--- config.mk ---
export PLATFORM = sky130hd
export DESIGN_NAME = line_buf_rd_ctrl_flat
export DESIGN_NICKNAME = d
export VERILOG_FILES = /design/src/rtl/line_buf_rd_ctrl_pkg.sv /design/src/rtl/line_buf_rd_ctrl_if.sv /design/src/rtl/line_buf_rd_ctrl_skid_fifo.sv /design/src/rtl/line_buf_rd_ctrl.sv /design/src/flat_wrapper.sv
export SDC_FILE = /design/constraint.sdc
export NUM_CORES = 1
export LEC_CHECK = 0
export CORE_UTILIZATION = 51
export CTS_CLUSTER_DIAMETER = 120
export DETAILED_ROUTE_END_ITERATION = 8
export PLACE_DENSITY = 0.8
export SLEW_MARGIN = 20
export SYNTH_ARGS = -nofsm -noshare
export SYNTH_HDL_FRONTEND = slang
export SYNTH_HIERARCHICAL = 1
export SYNTH_SLANG_ARGS = --single-unit
--- constraint.sdc ---
create_clock -name rd_clk -period 3.6 [get_ports rd_clk]
set_input_delay 0.9 -clock rd_clk [delete_from_list [all_inputs] [get_ports rd_clk]]
set_output_delay 0.9 -clock rd_clk [all_outputs]
set_load 0.02 [all_outputs]
--- src/rtl/line_buf_rd_ctrl_pkg.sv ---
// vid_line_pkg: shared FSM encoding and default widths for the line-buffer read controller
package vid_line_pkg;
  localparam int DEF_ADDR_WIDTH = 11;
  localparam int DEF_DATA_WIDTH = 24;
  localparam int DEF_LEN_WIDTH = 12;
  localparam int MAX_LINE = 2048;
  typedef enum logic [1:0] {
    IDLE  = 2'd0,
    READ  = 2'd1,
    DRAIN = 2'd2
  } line_state_e;
endpackage

--- src/rtl/line_buf_rd_ctrl_if.sv ---
// line_buf_rd_ctrl_if: valid/ready pixel stream with end-of-line marker
interface line_buf_rd_ctrl_if #(
  parameter int DATA_WIDTH = 24
);
  logic [DATA_WIDTH-1:0] m_data;
  logic m_valid;
  logic m_ready;
  logic m_last;
  modport master(output m_data, m_valid, m_last, input m_ready);
  modport slave(input m_data, m_valid, m_last, output m_ready);
endinterface

--- src/rtl/line_buf_rd_ctrl_skid_fifo.sv ---
// line_rd_skid_fifo: small register FIFO catching RAM beats still in flight when the stream stalls
module line_rd_skid_fifo #(
  parameter int WIDTH = 25,
  parameter int DEPTH = 2,
  parameter int CW = $clog2(DEPTH + 1)
) (
  input  logic clk,
  input  logic rst,
  input  logic push_i,
  input  logic pop_i,
  input  logic [WIDTH-1:0] data_i,
  output logic [WIDTH-1:0] data_o,
  output logic [CW-1:0] count_o
);
  localparam int PW = DEPTH > 1 ? $clog2(DEPTH) : 1;
  logic [WIDTH-1:0] mem_q [DEPTH];
  logic [PW-1:0] wp_q, rp_q;
  logic [CW-1:0] cnt_q;
  function automatic logic [PW-1:0] nxt(input logic [PW-1:0] p);
    return (p == PW'(DEPTH - 1)) ? '0 : p + PW'(1);
  endfunction
  always_ff @(posedge clk or posedge rst)
    if (rst) begin
      for (int i = 0; i < DEPTH; i++) mem_q[i] <= '0;
      wp_q <= '0;
      rp_q <= '0;
      cnt_q <= '0;
    end else begin
      if (push_i) mem_q[wp_q] <= data_i;
      wp_q <= push_i ? nxt(wp_q) : wp_q;
      rp_q <= pop_i ? nxt(rp_q) : rp_q;
      cnt_q <= cnt_q + CW'(push_i) - CW'(pop_i);
    end
  assign data_o = mem_q[rp_q];
  assign count_o = cnt_q;
endmodule

--- src/rtl/line_buf_rd_ctrl.sv ---
// line_buf_rd_ctrl: walks line RAM addresses and streams pixels out with end-of-line marking
module line_buf_rd_ctrl
  import vid_line_pkg::*;
#(
  parameter int ADDR_WIDTH = DEF_ADDR_WIDTH,
  parameter int DATA_WIDTH = DEF_DATA_WIDTH,
  parameter int LEN_WIDTH = DEF_LEN_WIDTH,
  parameter int RAM_LATENCY = 1
) (
  input  logic rd_clk,
  input  logic rd_rst,
  input  logic line_req_i,
  input  logic [ADDR_WIDTH-1:0] line_base_i,
  input  logic [LEN_WIDTH-1:0] line_len_i,
  output logic busy_o,
  output logic line_done_o,
  output logic [ADDR_WIDTH-1:0] rd_addr_o,
  input  logic [DATA_WIDTH-1:0] rd_data_i,
  line_buf_rd_ctrl_if.master m
);
  localparam int DEPTH = RAM_LATENCY + 1;
  localparam int CW = $clog2(DEPTH + 1);
  localparam int LMAX = 2 ** ADDR_WIDTH;
  line_state_e state_q, state_d;
  logic [ADDR_WIDTH-1:0] addr_q;
  logic [LEN_WIDTH-1:0] rem_q, len_clamp;
  logic [RAM_LATENCY-1:0] iv_q, il_q;
  logic done_q, accept, issue, final_issue, space, pop;
  logic [CW-1:0] fifo_count;
  logic [DATA_WIDTH:0] fifo_out;
  int inflight;
  always_ff @(posedge rd_clk or posedge rd_rst)
    if (rd_rst) state_q <= IDLE;
    else state_q <= state_d;
  // the done cycle still counts as busy, so a request landing on it is dropped
  assign accept = state_q == IDLE && !done_q && line_req_i && line_len_i != '0;
  assign pop = m.m_valid && m.m_ready;
  always_comb
    state_d = accept ? READ
            : (state_q == READ && final_issue) ? DRAIN
            : (state_q == DRAIN && pop && m.m_last) ? IDLE
            : state_q;
  always_comb begin
    inflight = 0;
    for (int i = 0; i < RAM_LATENCY; i++) inflight += int'(iv_q[i]);
  end
  always_comb begin
    busy_o = state_q != IDLE || done_q;
    space = int'(fifo_count) + inflight - int'(pop) < DEPTH;
    issue = state_q == READ && space;
    final_issue = issue && rem_q == LEN_WIDTH'(1);
  end
  assign len_clamp = (line_len_i > LEN_WIDTH'(LMAX)) ? LEN_WIDTH'(LMAX) : line_len_i;
  always_ff @(posedge rd_clk or posedge rd_rst)
    if (rd_rst) begin
      addr_q <= '0;
      rem_q <= '0;
      iv_q <= '0;
      il_q <= '0;
      done_q <= 1'b0;
    end else begin
      addr_q <= accept ? line_base_i : (issue && !final_issue) ? addr_q + ADDR_WIDTH'(1) : addr_q;
      rem_q <= accept ? len_clamp : issue ? rem_q - LEN_WIDTH'(1) : rem_q;
      iv_q <= RAM_LATENCY'({iv_q, issue});
      il_q <= RAM_LATENCY'({il_q, final_issue});
      done_q <= pop && m.m_last;
    end
  line_rd_skid_fifo #(.WIDTH(DATA_WIDTH + 1), .DEPTH(DEPTH), .CW(CW)) u_fifo (
    .clk(rd_clk),
    .rst(rd_rst),
    .push_i(iv_q[RAM_LATENCY-1]),
    .pop_i(pop),
    .data_i({il_q[RAM_LATENCY-1], rd_data_i}),
    .data_o(fifo_out),
    .count_o(fifo_count)
  );
  assign m.m_valid = fifo_count != '0;
  assign m.m_data = fifo_out[DATA_WIDTH-1:0];
  assign m.m_last = m.m_valid && fifo_out[DATA_WIDTH];
  assign line_done_o = done_q;
  assign rd_addr_o = addr_q;
endmodule

--- src/flat_wrapper.sv ---
// flat-port wrapper written by rule: the top's interface ports become plain ports
module line_buf_rd_ctrl_flat import vid_line_pkg::*;
#(
  parameter int ADDR_WIDTH = DEF_ADDR_WIDTH,
  parameter int DATA_WIDTH = DEF_DATA_WIDTH,
  parameter int LEN_WIDTH = DEF_LEN_WIDTH,
  parameter int RAM_LATENCY = 1
)
  (rd_clk, rd_rst, line_req_i, line_base_i, line_len_i, busy_o, line_done_o, rd_addr_o, rd_data_i, m_m_data, m_m_valid, m_m_last, m_m_ready);
  line_buf_rd_ctrl_if #(.DATA_WIDTH(DATA_WIDTH)) m_i ();
  input  logic rd_clk;
  input  logic rd_rst;
  input  logic line_req_i;
  input  logic [ADDR_WIDTH-1:0] line_base_i;
  input  logic [LEN_WIDTH-1:0] line_len_i;
  output logic busy_o;
  output logic line_done_o;
  output logic [ADDR_WIDTH-1:0] rd_addr_o;
  input  logic [DATA_WIDTH-1:0] rd_data_i;
  output wire logic [$bits(m_i.m_data)-1:0] m_m_data;
  output wire logic [$bits(m_i.m_valid)-1:0] m_m_valid;
  output wire logic [$bits(m_i.m_last)-1:0] m_m_last;
  input wire logic [$bits(m_i.m_ready)-1:0] m_m_ready;
  assign m_m_data = m_i.m_data;
  assign m_m_valid = m_i.m_valid;
  assign m_m_last = m_i.m_last;
  assign m_i.m_ready = m_m_ready;
  line_buf_rd_ctrl #(.ADDR_WIDTH(ADDR_WIDTH), .DATA_WIDTH(DATA_WIDTH), .LEN_WIDTH(LEN_WIDTH), .RAM_LATENCY(RAM_LATENCY)) u_core (.rd_clk(rd_clk), .rd_rst(rd_rst), .line_req_i(line_req_i), .line_base_i(line_base_i), .line_len_i(line_len_i), .busy_o(busy_o), .line_done_o(line_done_o), .rd_addr_o(rd_addr_o), .rd_data_i(rd_data_i), .m(m_i));
endmodule
==> results of run 1 <==
[synth_stat cells, drive strengths merged (2+ instances only)]
cell type,n,area share (%)
dfrtp,82,50
mux2,77,23
nand2,20,2.1
buf,15,3.0
a21oi,14,1.7
inv,13,1.2
nor2,10,1.1
xor2,9,1.9
o21ai,8,0.97
xnor2,8,1.7
nor4,7,1.4
and3,6,0.91
nand3,6,0.73
nor3,6,0.73
ha,5,1.5
a221o,3,0.73
and2,3,0.46
mux2i,3,0.73
nand4,3,0.46
a211oi,2,0.36
and4b,2,0.49
nand2b,2,0.30
nand4b,2,0.43
nor2b,2,0.30
o221a,2,0.55
[where the power goes]
part           total, mW  internal (mW)  leakage, nW  switching [mW]
clock              0.733          0.412        0.111           0.321
combinational       2.63           1.44         1.24            1.19
sequential          1.69           1.37        0.971           0.327
[worst paths after layout]
kind / cells past startpoint / end / from / slack (ns)
worst max-delay path: 10 / u_core/rd_addr_o[5] / m_m_ready / 0.34
worst min-delay path: 1 / u_core/u_fifo/wp_q / u_core/u_fifo/wp_q / 0.50
worst min register to register: 1 / u_core/u_fifo/wp_q / u_core/u_fifo/wp_q / 0.50
min in group asynchronous: 2 / u_core/u_fifo/mem_q[25] / rd_rst / 0.77
max in group asynchronous: 3 / u_core/u_fifo/mem_q[15] / rd_rst / 2.03
worst max register to register: 10 / u_core/rd_addr_o[5] / u_core/u_fifo/count_o[1] / 0.59
[metal layers]
metal	up-vias	wire, um	global-route usage, %
met1	1416	3900	29.5
li1	1354	-	-
met4	0	93	8.59
met5	-	0	0
met2	90	4280	37.2
met3	6	415	3.48
[cell families (layout without fill, tap and decap cells)]
| logic type | Yosys count | count (layout) |
|---|---|---|
| XOR/XNOR | 17 | 17 |
| multiplexers | 80 | 80 |
| adder cells (fa/ha/maj) | 6 | 6 |
| AO/OA/AOI/OAI | 38 | 38 |
| buffers and inverters | 29 | 130 |
| flip-flops | 82 | 82 |
| AND/OR/NAND/NOR | 74 | 74 |
[placed cells by master (no fill, tap or decap), types with 2 or more instances in the layout]
master            n
clkdlybuf4s50_1  89
dfrtp_1          82
mux2_2           55
mux2_4           21
nand2_1          18
a21oi_1          14
inv_1            12
buf_4            11
clkbuf_8         10
nor2_1            9
xor2_1            9
xnor2_1           8
o21ai_0           8
nor4_1            6
nor3_1            6
and3_1            6
nand3_1           6
ha_1              5
a221o_1           3
and2_1            3
nand4_1           3
mux2i_1           3
clkbuf_1          2
bufinv_16         2
and4b_1           2
a211oi_1          2
nor2b_1           2
nand4b_1          2
[area by class of cell]
class	count	share of cell area, %
Clock inverter	4	1.39
Inverter	14	0.989
Multi-Input combinational cell	215	35.5
Sequential cell	82	38.6
Timing Repair Buffer	100	18.3
Tap cell	102	2.40
Clock buffer	12	2.73
[registers in the layout (all words and copies together) (netlist names)]
register and cells:
u_core/line_done_o 1, u_core/u_fifo/mem_q 50, u_core/u_fifo/wp_q 1, u_core/il_q 1, u_core/u_fifo/rp_q 1, u_core/u_fifo/count_o 2
u_core/rd_addr_o 11, u_core/rem_q 12, u_core/iv_q 1, u_core/state_q 2
==> flow_metrics.tcl, run 1 <==
set metrics [dict create \
    status "completed" \
    netlist_area_um2 4110 \
    synth_compound_area_share_pct 6.11 \
    slowest_stage "fa_1" \
    numCtsBuffers 9 \
    io_buffers 89 \
    fin_total_pwr_mw 5.06 \
    fin_hold_ws_ns 0.502 \
    tns_ns 0 \
    ys_ff_latch 82 \
    wl_per_cell_um 16.4 \
    num_io_pins 90 \
    gp_congestion 0.867 \
    syn_nets 383 \
    holdBufCountCts 0 \
    grt_first_pass_wirelength_mm 14.6 \
    grt_max_degree 50 \
    hold_viol 0 \
    final_area_um2 5310 \
    worstSkewPairLatency_ns 0.35 \
    num-fill-cells 600 \
    cts_tree "yes" \
    drive_gt1_share_pct 25.5 \
    fp.dieW_um 91.8 \
    endpoint_kind "flip-flop" \
    synth_top_family_by_area "multiplexers" \
    synthFlopType "dfrtp_1" \
    critical_path.top_delay_family "simple AND/OR/NAND/NOR gates" \
    critical_path_required_ns 3.84 \
    dr.pass1.iters 4 \
    overflow 0 \
    finalCritPeriodShare_pct 90.6 \
    routed-via-count 2866 \
    drc 0 \
    cp_num_buf_inv 1 \
    wl_mm 8.69 \
    maxSlewHeadroom_pct 39.3 \
    ant_nets 0 \
    cp-start-kind "input pin" \
    post-route-util_pct 68.4 \
    grt_usage_pct 22.3 \
    root_buffer "clkbuf_8" \
    synth_adder_area_share_pct 2.01 \
    ir_drop_v 0.000408 \
    hp-class "reg2reg" \
    worst_pin_slew_ns 0.910 \
    ys_types 50 \
    multiInputGateArea_um2 1890 \
    rows 32 \
    first_global_vias 3035 \
    postCtsSetupRepairBufs 0 \
    grt_antenna_before_repair 0 \
    postSynth.asyncResetShare_pct 100 \
    cts_buffer_depth 2 \
    rsz0062_at_grt "no" \
    slowest_delay_ns 0.51 \
    drt_iter0_drc 73 \
    skew_ns 0.00890 \
    synth_xor_area_share_pct 3.62 \
    synth_area_per_cell_um2 12.6 \
    synth-simple-area-share_pct 10.4 \
    drv_slew 0 \
    cts_sinks 82 \
    path_max_fanout 7 \
    power.leakage_nw 2.32 \
    cellPowerDensity_nw_per_um2 952 \
    core_um2 7770 \
    cts_max_level 3 \
    crit_arrival_ns 3.50 \
    floorplan.initialDensity_pct 53.0 \
    syn2layout_area_growth_pct 29.1 \
    finalSetupViolCount 0 \
    pre_cts_slack_ns -0.0173 \
    place_area_um2 5090 \
    synth_edf_count 0 \
    fin_crit_ns 3.26 \
    drv_cap 0 \
    post_cts_resized 0 \
    crit_chain "clkdlybuf4s50_1, and2_1, nor2b_1, o21ai_0, fa_1, and3b_1, nand2_4, nor2_4, mux2_1, a221o_1" \
    clk_pin_slew_worst_paths_ns 0.08 \
    syn-instance-count 326 \
    regArea_um2 2050 \
    crit_type "in2reg" \
    nNetsFinal 479 \
    yosys_warnings 6 \
    die_y_um 91.8 \
    fmax_mhz 307 \
    worst_slack_ns 0.340 \
    dp_cells 513 \
    fp.dieArea_um2 8430 \
    hpwl_mm 6.08 \
    antenna_cells 0 \
    vias_per_cell 5.42 \
    stdcell_count 529 \
    yosysSeqAreaShare_pct 49.9 \
    synthMuxAreaShare_pct 23.7 \
]
No activity file was read; power rests on OpenSTA's default activity.
==> run 2: changes to the inputs <==
- CORE_UTILIZATION: 51 -> 53
- CTS_BUF_LIST: not set -> sky130_fd_sc_hd__clkbuf_4 sky130_fd_sc_hd__clkbuf_8
- PLACE_DENSITY: 0.8 -> 0.83
==> run 2 against run 1 <==
Effect of this change: via count up 1.2%; critical path depth unchanged; register-to-register slack worse by 0.05 ns; first-iteration DRC count up 59%; non-clock buffer count up 1; critical path type unchanged.
==> flow_metrics.tcl, run 2 (synthesis gave the netlist of run 1 again) <==
set metrics [dict create \
    layout_commonest_cell "clkdlybuf4s50_1" \
    postCtsSetupRepairBufs 0 \
    largest_reg_flops 50 \
    finalSetupViolCount 0 \
    post-route-util_pct 71.9 \
    multiInputGateArea_um2 1890 \
    critical_path.top_delay_family "simple AND/OR/NAND/NOR gates" \
    dr.pass1.iters 4 \
    stdcell_count 527 \
    skew_ns 0.00495 \
    clk_pin_slew_worst_paths_ns 0.08 \
    path_max_fanout 7 \
    drive_gt1_share_pct 26.2 \
    cts_sinks 82 \
    crit_arrival_ns 3.52 \
    wl_per_cell_um 16.1 \
    p_comb_share_pct 51.7 \
    worstSkewPairLatency_ns 0.34 \
    overflow 0 \
    fp.dieArea_um2 8120 \
    drv_cap 0 \
    slowest_delay_ns 0.47 \
    cellPowerDensity_nw_per_um2 935 \
    drt_iter0_drc 116 \
    cts_max_level 3 \
    largest-register "u_core/u_fifo/mem_q" \
    critical_path_required_ns 3.82 \
    crit_chain "clkdlybuf4s50_1, and2_1, nor2b_1, o21ai_0, fa_1, xnor2_1, nand2_4, nor2_4, mux2_1, a221o_1" \
    post_cts_resized 0 \
    worst_pin_slew_ns 0.867 \
    drv_slew 0 \
    dp_cells 511 \
    core_um2 7370 \
    pre_cts_slack_ns -0.0499 \
    final_area_um2 5300 \
    endpoint_kind "flip-flop" \
    finalCritPeriodShare_pct 91.5 \
    status "completed" \
    antenna_cells 0 \
    worst_slack_ns 0.305 \
    grt_usage_pct 22.4 \
    regArea_um2 2050 \
    die_y_um 90.1 \
    fmax_mhz 303 \
    fin_crit_ns 3.30 \
    ff2ff_setup_slack_ns 0.54 \
    p_int_mw 3.12 \
    hpwl_mm 6.01 \
    clkPwrFrac_pct 13.5 \
    tns_ns 0 \
    numCtsBuffers 9 \
    layout_common_cells "clkdlybuf4s50_1, dfrtp_1, mux2_2" \
    ant_nets 0 \
    routed-via-count 2900 \
    num_io_pins 90 \
    power.leakage_nw 2.31 \
    first_global_vias 2980 \
    cp-start-kind "input pin" \
    grt_first_pass_wirelength_mm 14.5 \
    gp_congestion 0.893 \
    crit_type "in2reg" \
    holdBufCountCts 0 \
    cts_tree "yes" \
    drc 0 \
    fp.dieW_um 90.1 \
    rows 31 \
    hold_viol 0 \
    p_sw_share_pct 36.9 \
    vias_per_cell 5.50 \
    root_buffer "clkbuf_8" \
    rsz0062_at_grt "no" \
    hp-class "reg2reg" \
    syn2layout_area_growth_pct 28.9 \
    num-fill-cells 537 \
    grt_max_degree 55 \
    cts_buffer_depth 2 \
    p_seq_share_pct 34.9 \
    nNetsFinal 480 \
    place_area_um2 5100 \
    io_buffers 89 \
    ir_drop_v 0.000483 \
    p_sw_mw 1.83 \
    cp_num_buf_inv 1 \
    maxSlewHeadroom_pct 42.2 \
    wl_mm 8.47 \
    slowest_stage "clkdlybuf4s50_1" \
    grt_antenna_before_repair 0 \
    floorplan.initialDensity_pct 55.8 \
]
==> run 2: final timing paths <==
kind | end | start | depth (start not counted)
worst min register to register | u_core/u_fifo/mem_q[46] | u_core/u_fifo/mem_q[46] | 1
worst min-delay path | u_core/u_fifo/mem_q[46] | u_core/u_fifo/mem_q[46] | 1
worst max-delay path | u_core/rd_addr_o[5] | m_m_ready | 10
max in group asynchronous | u_core/u_fifo/mem_q[0] | rd_rst | 3
worst max register to register | u_core/rd_addr_o[5] | u_core/u_fifo/count_o[1] | 10
min in group asynchronous | u_core/rd_addr_o[10] | rd_rst | 2
==> run 2: metrics by stage <==
stage / hold slack, ns / total power, mW
2_1_floorplan: 0.471 / 3.40
4_1_cts: 0.508 / 4.99
6_report: 0.504 / 4.96
3_5_place_dp: 0.488 / 4.30
3_3_place_gp: 0.481 / 4.21
5_1_grt: 0.522 / 5.26
==> run 2: cell type report <==
class                      count  share of cell area [%]
timing repair buffer         101                    18.5
clock buffer                  10                    2.60
sequential                    82                    38.7
multi-input combinational    215                    35.6
inverter                      14                   0.991
tap                           99                    2.34
clock inverter                 6                    1.25
==> run 2: metal layers <==
| layer | part of all wire, % | GRT usage [%] | vias to the layer above |
|---|---|---|---|
| met5 | 0 | 0 | - |
| met4 | 1.3 | 7.66 | 0 |
| met3 | 5.1 | 3.13 | 11 |
| met2 | 47 | 36.1 | 110 |
| met1 | 47 | 31.1 | 1416 |
| li1 | - | - | 1363 |
==> run 2: power by group through the flow <==
stage	sequential (mW)	clock [mW]	combinational [mW]
2_1_floorplan	1.69	0	1.72
3_3_place_gp	1.70	0	2.51
3_5_place_dp	1.73	0	2.56
4_1_cts	1.72	0.686	2.58
5_1_grt	1.79	0.730	2.75
6_report	1.73	0.668	2.56
==> run 3: changes to the inputs <==
--- a/config.mk
+++ b/config.mk
@@ -10,4 +10,5 @@
 export CTS_CLUSTER_DIAMETER = 120
+export CTS_CLUSTER_SIZE = 30
 export DETAILED_ROUTE_END_ITERATION = 8
-export PLACE_DENSITY = 0.83
+export PLACE_DENSITY = 0.94
 export SLEW_MARGIN = 20
==> constraint.sdc (replaced) <==
create_clock -name rd_clk -period 3.6 [get_ports rd_clk]
set_input_delay 0.36 -clock rd_clk [delete_from_list [all_inputs] [get_ports rd_clk]]
set_output_delay 0.36 -clock rd_clk [all_outputs]
set_load 0.02 [all_outputs]
==> run 3 against run 2 <==
Effect of this change: first-iteration DRC count fell by 6.9%; setup slack improved by 0.18 ns; clock power rose by 30%; final area fell by 0.24%; utilization fell by 0.17 points; critical path depth did not move; die area did not move; register-to-register slack got worse by 0.06 ns; worst hold slack got worse by 0.060 ns; critical path type is now reg2reg.
==> flow_metrics.tcl, run 3 (synthesis gave the netlist of run 1 again) <==
set metrics [dict create \
    status "completed" \
    fp.dieArea_um2 8120 \
    dr.pass1.iters 4 \
    drt_iter0_drc 108 \
    floorplan.initialDensity_pct 55.8 \
    grt_antenna_before_repair 0 \
    path_max_fanout 11 \
    vias_per_cell 5.65 \
    cts_tree "yes" \
    layout_commonest_cell "clkdlybuf4s50_1" \
    gp_congestion 0.878 \
    num_io_pins 90 \
    postCtsSetupRepairBufs 0 \
    drive_gt1_share_pct 24.6 \
    rsz0062_at_grt "no" \
    final_area_um2 5290 \
    drv_cap 0 \
    layout_common_cells "clkdlybuf4s50_1, dfrtp_1, mux2_2" \
    finalSetupViolCount 0 \
    rows 31 \
    antenna_cells 0 \
    io_buffers 89 \
    skew_ns 0.00713 \
    die_y_um 90.1 \
    clk_pin_slew_worst_paths_ns 0.09 \
    routed-via-count 2920 \
    grt_max_degree 55 \
    p_sw_share_pct 36.1 \
    endpoint_kind "flip-flop" \
    fin_total_pwr_mw 5.11 \
    p_int_mw 3.27 \
    critical_path_required_ns 3.84 \
    hold_viol 0 \
    fmax_mhz 321 \
    drv_slew 0 \
    grt_first_pass_wirelength_mm 14.7 \
    post-route-util_pct 71.8 \
    post_cts_resized 0 \
    largest_reg_flops 50 \
    wl_per_cell_um 17.0 \
    ff2ff_setup_slack_ns 0.48 \
    ir_drop_v 0.000569 \
    core_um2 7370 \
    drc 0 \
    grt_usage_pct 22.8 \
    clkPwrFrac_pct 17.0 \
    cts_sinks 82 \
    wl_mm 8.81 \
    worst_pin_slew_ns 0.925 \
    cellPowerDensity_nw_per_um2 967 \
    finalCritPeriodShare_pct 86.7 \
    place_area_um2 5020 \
    overflow 0 \
    cp-start-kind "flip-flop" \
    power.leakage_nw 2.29 \
    crit_type "reg2reg" \
    holdBufCountCts 0 \
    worstSkewPairLatency_ns 0.35 \
    crit_arrival_ns 3.36 \
    p_sw_mw 1.85 \
    syn2layout_area_growth_pct 28.6 \
    hpwl_mm 5.95 \
    largest-register "u_core/u_fifo/mem_q" \
    fp.dieW_um 90.1 \
    p_comb_share_pct 49.7 \
    root_buffer "clkbuf_8" \
    numCtsBuffers 9 \
    nNetsFinal 470 \
    maxSlewHeadroom_pct 38.2 \
    cts_max_level 3 \
    p_seq_share_pct 33.3 \
    cts_buffer_depth 2 \
    worst_slack_ns 0.480 \
    ant_nets 0 \
    pre_cts_slack_ns 0.220 \
    tns_ns 0 \
    hp-class "in2async" \
    first_global_vias 3019 \
    fin_crit_ns 3.12 \
]
==> run 3: final timing paths <==
check                           depth (start not counted)                      from                       to
worst max-delay path                                   10  u_core/u_fifo/count_o[1]      u_core/rd_addr_o[5]
worst min-delay path                                    2                    rd_rst      u_core/rd_addr_o[2]
worst max register to register                         10  u_core/u_fifo/count_o[1]      u_core/rd_addr_o[5]
max in group asynchronous                               2                    rd_rst  u_core/u_fifo/mem_q[22]
min in group rd_clk                                     1   u_core/u_fifo/mem_q[14]  u_core/u_fifo/mem_q[14]
worst min register to register                          1   u_core/u_fifo/mem_q[14]  u_core/u_fifo/mem_q[14]
==> run 3: worst max-delay path: stages (launching register included) <==
cell and delay, ns:
dfrtp_1 0.44, or2_2 0.16, and2_1 0.20, nor2b_1 0.23, o21ai_0 0.14, fa_1 0.40
xnor2_1 0.32, nand2_4 0.15, nor2_4 0.32, mux2_1 0.36, a221o_1 0.29
==> run 3: cell type report <==
cell class              count  area, um^2
flip-flops and latches     82        2050
repair buffers             91         906
well taps                  99         124
clock buffers               9         124
fillers                   503        2080
clock inverters             7         141
multi-input cells         215        1890
inverters                  14        53.8
==> run 3: power groups by stage <==
stage,clock (mW),combinational [mW],sequential (mW)
2_1_floorplan,0,1.72,1.69
3_3_place_gp,0,2.47,1.66
3_5_place_dp,0,2.53,1.70
4_1_cts,0.883,2.55,1.70
5_1_grt,0.923,2.71,1.76
6_report,0.867,2.54,1.70
==> run 3: stage by stage <==
stage	std cells	hold slack, ns
2_1_floorplan	326	0.425
3_3_place_gp	501	0.481
3_5_place_dp	501	0.487
4_1_cts	517	0.507
5_1_grt	517	0.498
6_report	517	0.444
==> run 3: metal layers <==
metal	wire (um)	share of wire [%]	up-vias	GRT usage, %
li1	-	-	1345	-
met4	122	1.4	0	8.06
met3	484	5.5	12	3.21
met5	0	0	-	0
met2	4260	48	128	38.6
met1	3940	45	1435	30.1
